File: src/rtl/calc_pkg.sv
`default_nettype none
// ============================================================================
//  Module      : calc_pkg
//  Description : Shared calculator definitions. Holds the keypad codes, the
//                operator ASCII codes, the tokenizer state type and small
//                key-decoding helpers.
//  Revision    : 1.0  initial release
// ============================================================================
package calc_pkg;

    // Keypad codes; 0-9 are digits.
    localparam logic [3:0] c_KEY_PLUS  = 4'd10;
    localparam logic [3:0] c_KEY_MINUS = 4'd11;
    localparam logic [3:0] c_KEY_MUL   = 4'd12;
    localparam logic [3:0] c_KEY_DIV   = 4'd13;
    localparam logic [3:0] c_KEY_EQ    = 4'd14;
    localparam logic [3:0] c_KEY_CLR   = 4'd15;

    // Operator tokens travel downstream as ASCII.
    localparam logic [7:0] c_ASCII_PLUS  = 8'h2B;
    localparam logic [7:0] c_ASCII_MINUS = 8'h2D;
    localparam logic [7:0] c_ASCII_MUL   = 8'h2A;
    localparam logic [7:0] c_ASCII_DIV   = 8'h2F;

    // Largest operand the downstream signed arithmetic can hold.
    localparam logic [63:0] c_ACC_LIMIT = 64'h0000_0000_7FFF_FFFF;

    typedef enum logic [2:0] {
        ST_IDLE     = 3'd0,
        ST_NUM      = 3'd1,
        ST_EMIT_NUM = 3'd2,
        ST_EMIT_OP  = 3'd3,
        ST_ERR      = 3'd4
    } state_t;

    function automatic logic is_digit(input logic [3:0] code);
        return (code <= 4'd9);
    endfunction

    function automatic logic is_op(input logic [3:0] code);
        return (code >= c_KEY_PLUS) && (code <= c_KEY_DIV);
    endfunction

    function automatic logic [7:0] op_ascii(input logic [3:0] code);
        logic [7:0] v;
        case (code)
            c_KEY_MINUS: v = c_ASCII_MINUS;
            c_KEY_MUL:   v = c_ASCII_MUL;
            c_KEY_DIV:   v = c_ASCII_DIV;
            default:     v = c_ASCII_PLUS;
        endcase
        return v;
    endfunction

endpackage
`default_nettype wire

File: src/rtl/expr_tokenizer_if.sv
`default_nettype none
// ============================================================================
//  Module      : expr_tokenizer_if
//  Description : Keypad input channel and token output channel of the
//                expression tokenizer, plus its error flag.
//                master = keypad/token consumer side, slave = tokenizer.
//  Revision    : 1.0  initial release
// ============================================================================
interface expr_tokenizer_if #(
    parameter int W = 32
);
    logic         key_valid;
    logic [3:0]   key_code;
    logic         key_ready;
    logic         tok_valid;
    logic         tok_ready;
    logic         tok_is_op;
    logic [W-1:0] tok_data;
    logic         tok_last;
    logic         err;

    modport master (
        output key_valid, key_code, tok_ready,
        input  key_ready, tok_valid, tok_is_op, tok_data, tok_last, err
    );

    modport slave (
        input  key_valid, key_code, tok_ready,
        output key_ready, tok_valid, tok_is_op, tok_data, tok_last, err
    );
endinterface
`default_nettype wire

File: src/rtl/expr_tokenizer_dec_accum.sv
`default_nettype none
// ============================================================================
//  Module      : dec_accum
//  Description : Decimal accumulator step: acc*10 + digit, with a flag when
//                the result no longer fits a positive 31-bit operand.
//  Revision    : 1.0  initial release
// ============================================================================
module dec_accum
    import calc_pkg::*;
#(
    parameter int W = 32
) (
    input  wire logic [W-1:0] i_acc,
    input  wire logic [3:0]   i_digit,
    output logic      [W-1:0] o_acc,
    output logic              o_ovf
);

    // Wide intermediate so the overflow compare sees the true product.
    logic [63:0] w_wide;

    // Multiply-by-ten-plus-digit in full precision.
    always_comb begin
        w_wide = 64'(i_acc) * 64'd10 + 64'(i_digit);
    end

    assign o_acc = w_wide[W-1:0];
    assign o_ovf = (w_wide > c_ACC_LIMIT);

endmodule
`default_nettype wire

File: src/rtl/expr_tokenizer.sv
`default_nettype none
// ============================================================================
//  Module      : expr_tokenizer
//  Description : Turns keypad codes into operand/operator tokens for the
//                infix-to-postfix stage. Detects leading/double operators,
//                operand overflow and over-long expressions; any error is
//                held until 'C' is pressed.
//  Revision    : 1.0  initial release
// ============================================================================
module expr_tokenizer
    import calc_pkg::*;
#(
    parameter int MAX_TOKENS = 99,
    parameter int W          = 32
) (
    input wire logic         clk,
    input wire logic         rst,
    expr_tokenizer_if.slave  bus
);

    localparam int c_CNT_W = $clog2(MAX_TOKENS + 1) + 1;

    state_t             r_state;
    logic [W-1:0]       r_acc;
    logic [7:0]         r_op;
    logic               r_op_pend;
    logic               r_last;
    logic [c_CNT_W-1:0] r_tok_cnt;

    state_t             w_state_nxt;
    logic [W-1:0]       w_acc_nxt;
    logic [7:0]         w_op_nxt;
    logic               w_op_pend_nxt;
    logic               w_last_nxt;
    logic [c_CNT_W-1:0] w_cnt_nxt;

    logic               w_key_ready;
    logic               w_key_acc;
    logic               w_tok_valid;
    logic               w_tok_is_op;
    logic [W-1:0]       w_tok_data;
    logic               w_tok_last;
    logic               w_err;
    logic               w_cnt_full;

    logic [W-1:0]       w_accum_val;
    logic               w_accum_ovf;

    dec_accum #(.W(W)) u_dec_accum (
        .i_acc   (r_acc),
        .i_digit (bus.key_code),
        .o_acc   (w_accum_val),
        .o_ovf   (w_accum_ovf)
    );

    assign w_key_acc  = bus.key_valid && w_key_ready;
    // An operator commits the current operand, the operator and at least one
    // more operand, so three more tokens must still fit.
    assign w_cnt_full = (int'(r_tok_cnt) + 3) > MAX_TOKENS;

    // Next-state, datapath updates and token/handshake outputs.
    always_comb begin
        w_state_nxt   = r_state;
        w_acc_nxt     = r_acc;
        w_op_nxt      = r_op;
        w_op_pend_nxt = r_op_pend;
        w_last_nxt    = r_last;
        w_cnt_nxt     = r_tok_cnt;
        w_key_ready   = 1'b0;
        w_tok_valid   = 1'b0;
        w_tok_is_op   = 1'b0;
        w_tok_data    = '0;
        w_tok_last    = 1'b0;
        w_err         = 1'b0;

        case (r_state)
            ST_IDLE: begin
                w_key_ready = 1'b1;
                if (w_key_acc) begin
                    if (is_digit(bus.key_code)) begin
                        w_acc_nxt   = W'(bus.key_code);
                        w_state_nxt = ST_NUM;
                    end else if (bus.key_code != c_KEY_CLR) begin
                        w_state_nxt = ST_ERR;
                    end
                end
            end
            ST_NUM: begin
                w_key_ready = 1'b1;
                if (w_key_acc) begin
                    if (is_digit(bus.key_code)) begin
                        if (w_accum_ovf) begin
                            w_state_nxt = ST_ERR;
                        end else begin
                            w_acc_nxt = w_accum_val;
                        end
                    end else if (is_op(bus.key_code)) begin
                        if (w_cnt_full) begin
                            w_state_nxt = ST_ERR;
                        end else begin
                            w_op_nxt      = op_ascii(bus.key_code);
                            w_op_pend_nxt = 1'b1;
                            w_last_nxt    = 1'b0;
                            w_state_nxt   = ST_EMIT_NUM;
                        end
                    end else if (bus.key_code == c_KEY_EQ) begin
                        w_op_pend_nxt = 1'b0;
                        w_last_nxt    = 1'b1;
                        w_state_nxt   = ST_EMIT_NUM;
                    end
                end
            end
            ST_EMIT_NUM: begin
                w_tok_valid = 1'b1;
                w_tok_data  = r_acc;
                w_tok_last  = r_last;
                if (bus.tok_ready) begin
                    w_cnt_nxt = r_last ? '0 : r_tok_cnt + c_CNT_W'(1);
                    if (r_op_pend) begin
                        w_state_nxt = ST_EMIT_OP;
                    end else begin
                        w_acc_nxt   = '0;
                        w_last_nxt  = 1'b0;
                        w_state_nxt = ST_IDLE;
                    end
                end
            end
            ST_EMIT_OP: begin
                w_tok_valid = 1'b1;
                w_tok_is_op = 1'b1;
                w_tok_data  = W'(r_op);
                if (bus.tok_ready) begin
                    w_cnt_nxt     = r_tok_cnt + c_CNT_W'(1);
                    w_acc_nxt     = '0;
                    w_op_pend_nxt = 1'b0;
                    w_state_nxt   = ST_IDLE;
                end
            end
            ST_ERR: begin
                w_key_ready = 1'b1;
                w_err       = 1'b1;
            end
            default: begin
                w_state_nxt = ST_IDLE;
            end
        endcase

        // 'C' wins in every state that can accept a key.
        if (w_key_acc && (bus.key_code == c_KEY_CLR)) begin
            w_acc_nxt     = '0;
            w_cnt_nxt     = '0;
            w_op_pend_nxt = 1'b0;
            w_last_nxt    = 1'b0;
            w_state_nxt   = ST_IDLE;
        end
    end

    // State and datapath registers; reset drops any token in flight.
    always_ff @(posedge clk) begin
        if (rst) begin
            r_state   <= ST_IDLE;
            r_acc     <= '0;
            r_op      <= '0;
            r_op_pend <= 1'b0;
            r_last    <= 1'b0;
            r_tok_cnt <= '0;
        end else begin
            r_state   <= w_state_nxt;
            r_acc     <= w_acc_nxt;
            r_op      <= w_op_nxt;
            r_op_pend <= w_op_pend_nxt;
            r_last    <= w_last_nxt;
            r_tok_cnt <= w_cnt_nxt;
        end
    end

    assign bus.key_ready = w_key_ready;
    assign bus.tok_valid = w_tok_valid;
    assign bus.tok_is_op = w_tok_is_op;
    assign bus.tok_data  = w_tok_data;
    assign bus.tok_last  = w_tok_last;
    assign bus.err       = w_err;

endmodule
`default_nettype wire

File: src/flat_wrapper.sv
// flat-port wrapper written by rule: the top's interface ports become plain ports
module expr_tokenizer_flat import calc_pkg::*;
#(
    parameter int MAX_TOKENS = 99,
    parameter int W          = 32
)
  (clk, rst, bus_key_valid, bus_key_code, bus_tok_ready, bus_key_ready, bus_tok_valid, bus_tok_is_op, bus_tok_data, bus_tok_last, bus_err);
  expr_tokenizer_if #(.W(W)) bus_i ();
  input wire logic clk;
  input wire logic rst;
  input wire logic [$bits(bus_i.key_valid)-1:0] bus_key_valid;
  input wire logic [$bits(bus_i.key_code)-1:0] bus_key_code;
  input wire logic [$bits(bus_i.tok_ready)-1:0] bus_tok_ready;
  output wire logic [$bits(bus_i.key_ready)-1:0] bus_key_ready;
  output wire logic [$bits(bus_i.tok_valid)-1:0] bus_tok_valid;
  output wire logic [$bits(bus_i.tok_is_op)-1:0] bus_tok_is_op;
  output wire logic [$bits(bus_i.tok_data)-1:0] bus_tok_data;
  output wire logic [$bits(bus_i.tok_last)-1:0] bus_tok_last;
  output wire logic [$bits(bus_i.err)-1:0] bus_err;
  assign bus_i.key_valid = bus_key_valid;
  assign bus_i.key_code = bus_key_code;
  assign bus_i.tok_ready = bus_tok_ready;
  assign bus_key_ready = bus_i.key_ready;
  assign bus_tok_valid = bus_i.tok_valid;
  assign bus_tok_is_op = bus_i.tok_is_op;
  assign bus_tok_data = bus_i.tok_data;
  assign bus_tok_last = bus_i.tok_last;
  assign bus_err = bus_i.err;
  expr_tokenizer #(.MAX_TOKENS(MAX_TOKENS), .W(W)) u_core (.clk(clk), .rst(rst), .bus(bus_i));
endmodule
File: config.mk
export PLATFORM = sky130hd
export DESIGN_NAME = expr_tokenizer_flat
export DESIGN_NICKNAME = d
export VERILOG_FILES = /design/src/rtl/calc_pkg.sv /design/src/rtl/expr_tokenizer_if.sv /design/src/rtl/expr_tokenizer_dec_accum.sv /design/src/rtl/expr_tokenizer.sv /design/src/flat_wrapper.sv
export SDC_FILE = /design/constraint.sdc
export NUM_CORES = 1
export LEC_CHECK = 0
export ABC_AREA = 1
export CAP_MARGIN = 20
export CORE_MARGIN = 2
export CORE_UTILIZATION = 65
export DETAILED_ROUTE_END_ITERATION = 10
export GPL_ROUTABILITY_DRIVEN = 0
export PLACE_DENSITY_LB_ADDON = 0.25
export SKIP_LAST_GASP = 1
export SYNTH_ARGS = -nofsm -noshare
export SYNTH_HDL_FRONTEND = slang
export SYNTH_SLANG_ARGS = --single-unit
File: constraint.sdc
create_clock -name clk -period 5.7 [get_ports clk]
set_input_delay 1.14 -clock clk [delete_from_list [all_inputs] [get_ports clk]]
set_output_delay 1.14 -clock clk [all_outputs]
set_load 0.1 [all_outputs]
==> flow_summary_export.csv <==
group,metric,value,unit
status,status,"finished, final reports clean",
critical_path,r2r-start,"u_core.r_acc[1]$_SDFFE_PP0P_",
clock_network,path_clk_slew,0.09,ns
sta,hold_viol,0,
critical_path,startpoint_type,"input port",
floorplanning,dieHeight,105,µm
flow_run,max_cap_viol_count,0,
sta,slew_headroom,32.1,%
critical_path,critPathTopFamily,"simple AND/OR/NAND/NOR gates",
logic_synthesis,synth_top_cell_area_share,21.3,%
place,hpwl,15000,µm
grt,gr-total-overflow,0,
sta,tns,0,ns
grt,grtUsageMet3,4.55,%
clock_network,root_buffer,"clkbuf_8",
route,wl_per_cell,13.6,µm
clock_network,post_cts_buffers,0,
grt,grt_first_pass_wirelength,30900,µm
grt,antenna_found_initial,0,
floorplanning,fp.dieW,105,µm
logic_synthesis,ys_types,43,
critical_path,cpPeakStageDelay,0.59,ns
floorplanning,pin_count,45,
logic_synthesis,yosysWarnings,0,
grt,busiest_layer,"met2",
logic_synthesis,ys_seq_elements,49,
critical_path,reg2reg_setup_slack,1.22,ns
critical_path,crit_arrival,4.90,ns
clock_network,cts_tree,"built",
logic_synthesis,syn_inst,1199,
clock_network,clock_path_buffers,2,
route,ant_nets,0,
sta,rsz0062_at_grt,"no",
floorplanning,start_util,67.5,%
route,avgViaCountPerCell,5.52,
floorplanning,dieArea,11000,µm²
grt,track_usage,33.6,%
critical_path,end_kind,"flop",
sta,setup_viol,0,
clock_network,ctsHtreeMaxLevel,2,
route,wl,18600,µm
finish,instances_no_fill,1366,
sta,period_minus_slack,4.70,ns
logic_synthesis,yosys.area.top_type,"nand2_1",
power,totalPowerFinal,3.47,mW
clock_network,cts_buffers,5,
logic_synthesis,synth_area,6630,µm²
route,drc,0,
critical_path,critPathMaxFanout,63,
grt,grtUsageMet1,43.1,%
logic_synthesis,synth_area_leaders,"nand2_1 21%, dfxtp_1 15%, ha_1 12%",
floorplanning,rows,36,
route,drtPass1Iterations,6,
finish,diodes,0,
sta,fin_crit_sh,82.4,%
clock_network,insertion_delay,0.31,ns
route,vias,7542,
sta,finalClockSkew,0.00992,ns
power,vdd_drop_max,0.332,mV
clock_network,cts.sinks,49,
finish,drive_above_1_share,4.46,%
place,io_buffer_count,44,
route,drtIter0Drc,629,
grt,grt_pass1_vias,6833,
worst_hold_path,hold_path_class,"reg -> reg",
power,p_leak,3.69,nW
logic_synthesis,synth_seq_area_share,14.8,%
critical_path,path_buf_inv,2,
grt,gr-usage-met2,55.1,%
worst_hold_path,holdCritStartpoint,"u_core.r_op[1]$_SDFFE_PP0P_",
worst_hold_path,hold_depth,2,
critical_path,reg2reg_to,"u_core.r_acc[5]$_SDFFE_PP0P_",
grt,grt_max_degree,64,
sta,timing.final.max_slew_violations,0,
clock_network,holdBufCountCts,0,
finish,syn_to_final_growth,9.72,%
place,dp_cells,1358,
sta,max_slew.worst_pin.slew,1.02,ns
critical_path,rr_worst_depth,21,
power,cellPowerDensity,477,nW/µm²
sta,fmax,213,MHz
critical_path,cp_data_required_time,5.90,ns
worst_hold_path,holdPathEnd,"u_core.r_op[1]$_SDFFE_PP0P_",
sta,hold_ws,0.472,ns
critical_path,path_cells,"clkdlybuf4s50_1 -> ha_1 -> fa_1 -> nand2_1 -> nand2_1 -> nand3_1 -> nor2_1 -> nand3_2 -> nor2_2 -> nand3_2 -> nor3_2 -> nand3_2 -> nor2_4 -> nand3_1 -> nand2_1 -> nand3_2 -> o21ai_4 -> buf_4 -> nand3_1 -> nand2_1 -> nor2_1",
critical_path,path_class,"in -> reg",
finish,final_net_count,1308,
logic_synthesis,synthesis.nets,1275,
place,dpl-instance-area,7140,µm²
logic_synthesis,syn_avg_cell_area,5.53,µm²
finish,final_cell_area,7270,µm²
finish,fillers,894,
critical_path,crit_slowest_cell,"clkdlybuf4s50_1",
floorplanning,core,9820,µm²
clock_network,ctsResizeCount,0,
-- routing by layer --
metal | vias up | share of wire [%]
li1 | 3893 | -
met1 | 3280 | 43
met2 | 305 | 44
met3 | 64 | 7.7
met4 | 0 | 5.1
met5 | - | 0
-- worst max-delay path by stage --
stage,from,end,slack [ns],cells after the start
floorplan,u_core.r_state[0]$_SDFFE_PP0P_,bus_tok_data[3],0.14,6
global placement,bus_key_code[1],u_core.r_acc[10]$_SDFFE_PP0P_,1.02,21
detailed placement,bus_key_code[1],u_core.r_acc[5]$_SDFFE_PP0P_,0.79,21
CTS,u_core.r_state[1]$_SDFFE_PP0P_,bus_tok_last,1.08,7
global route,bus_key_code[1],u_core.r_acc[7]$_SDFFE_PP0P_,0.67,21
finish,bus_key_code[1],u_core.r_acc[5]$_SDFFE_PP0P_,1.00,21
-- synthesized netlist by cell type, drive strengths merged --
master / count
nand2: 387
inv: 188
nor2: 175
nand3: 121
a21oi: 77
ha: 66
dfxtp: 49
o21ai: 38
nand4: 13
buf: 12
clkbuf: 10
nor3: 10
nand3b: 8
xor2: 6
a211oi: 4
clkinv: 4
xnor2: 4
a22o: 3
a22oi: 3
a31oi: 3
nor4: 3
o211ai: 3
fa: 2
or2: 2
a2111oi: 1
a21boi: 1
a21o: 1
a31o: 1
a32oi: 1
and2: 1
nor3b: 1
o21bai: 1
-- cells by family after synthesis --
kind of cell,Yosys count,synth area share [%]
buf+inv,214,12.9
flops,49,14.8
simple gates,721,46.5
fa+ha+maj,68,13.1
compound gates,137,11.4
xor+xnor,10,1.32
-- through the flow --
step / utilization (%) / worst slack [ns]
2_1_floorplan: - / 0.144
3_3_place_gp: 72.7 / 1.02
3_5_place_dp: 72.7 / 0.792
4_1_cts: 74.0 / 1.08
5_1_grt: 74.0 / 0.668
6_report: 74.0 / 1.00
-- worst reg2reg max path: stages (launching register included) --
cell	delay, ns
dfxtp_1	0.45
ha_1	0.28
ha_1	0.29
fa_1	0.56
nand2_1	0.06
inv_1	0.07
nand4_1	0.11
a21oi_1	0.27
nand3_1	0.18
nor2_1	0.19
nand2_1	0.13
nor2_4	0.19
nand3_1	0.10
nor2_1	0.18
nand3_1	0.11
nand2_1	0.09
nand3_2	0.13
o21ai_4	0.16
buf_4	0.50
nand3_1	0.19
nand2_1	0.09
nor2_1	0.04
-- power breakdown --
part | switching, mW | total [mW] | internal (mW)
sequential | 0.195 | 0.655 | 0.460
clock | 0.120 | 0.295 | 0.174
combinational | 1.68 | 2.52 | 0.840
total | 2.00 | 3.47 | 1.47
-- cell type report --
cell class / count / area (µm²) / share of cell area, %
Clock buffer: 5 / 68.8 / 0.946
Timing Repair Buffer: 48 / 470 / 6.47
Sequential cell: 49 / 981 / 13.5
Inverter: 192 / 721 / 9.91
Tap cell: 133 / 166 / 2.29
Clock inverter: 3 / 65.1 / 0.895
Multi-Input combinational cell: 936 / 4800 / 66.0
-- placed cells by master, fill, tap and decap left out, drive strengths merged, types with 4 or more instances in the layout --
master and instances:
nor3 10, clkdlybuf4s50 44, clkinv 5, xnor2 4
a211oi 4, xor2 6, nand4 13, nor2 175
nand3b 8, inv 188, a21oi 77, dfxtp 49
nand3 121, buf 4, clkbuf 5, ha 66
o21ai 38, nand2 387
-- flip-flops by register name, summed over array words and instances (netlist names) --
signal            flops
u_core.r_acc         32
u_core.r_tok_cnt      8
u_core.r_op           4
u_core.r_state        3
u_core.r_last         1
u_core.r_op_pend      1
Note: power is estimated with default switching activity, not from simulation.
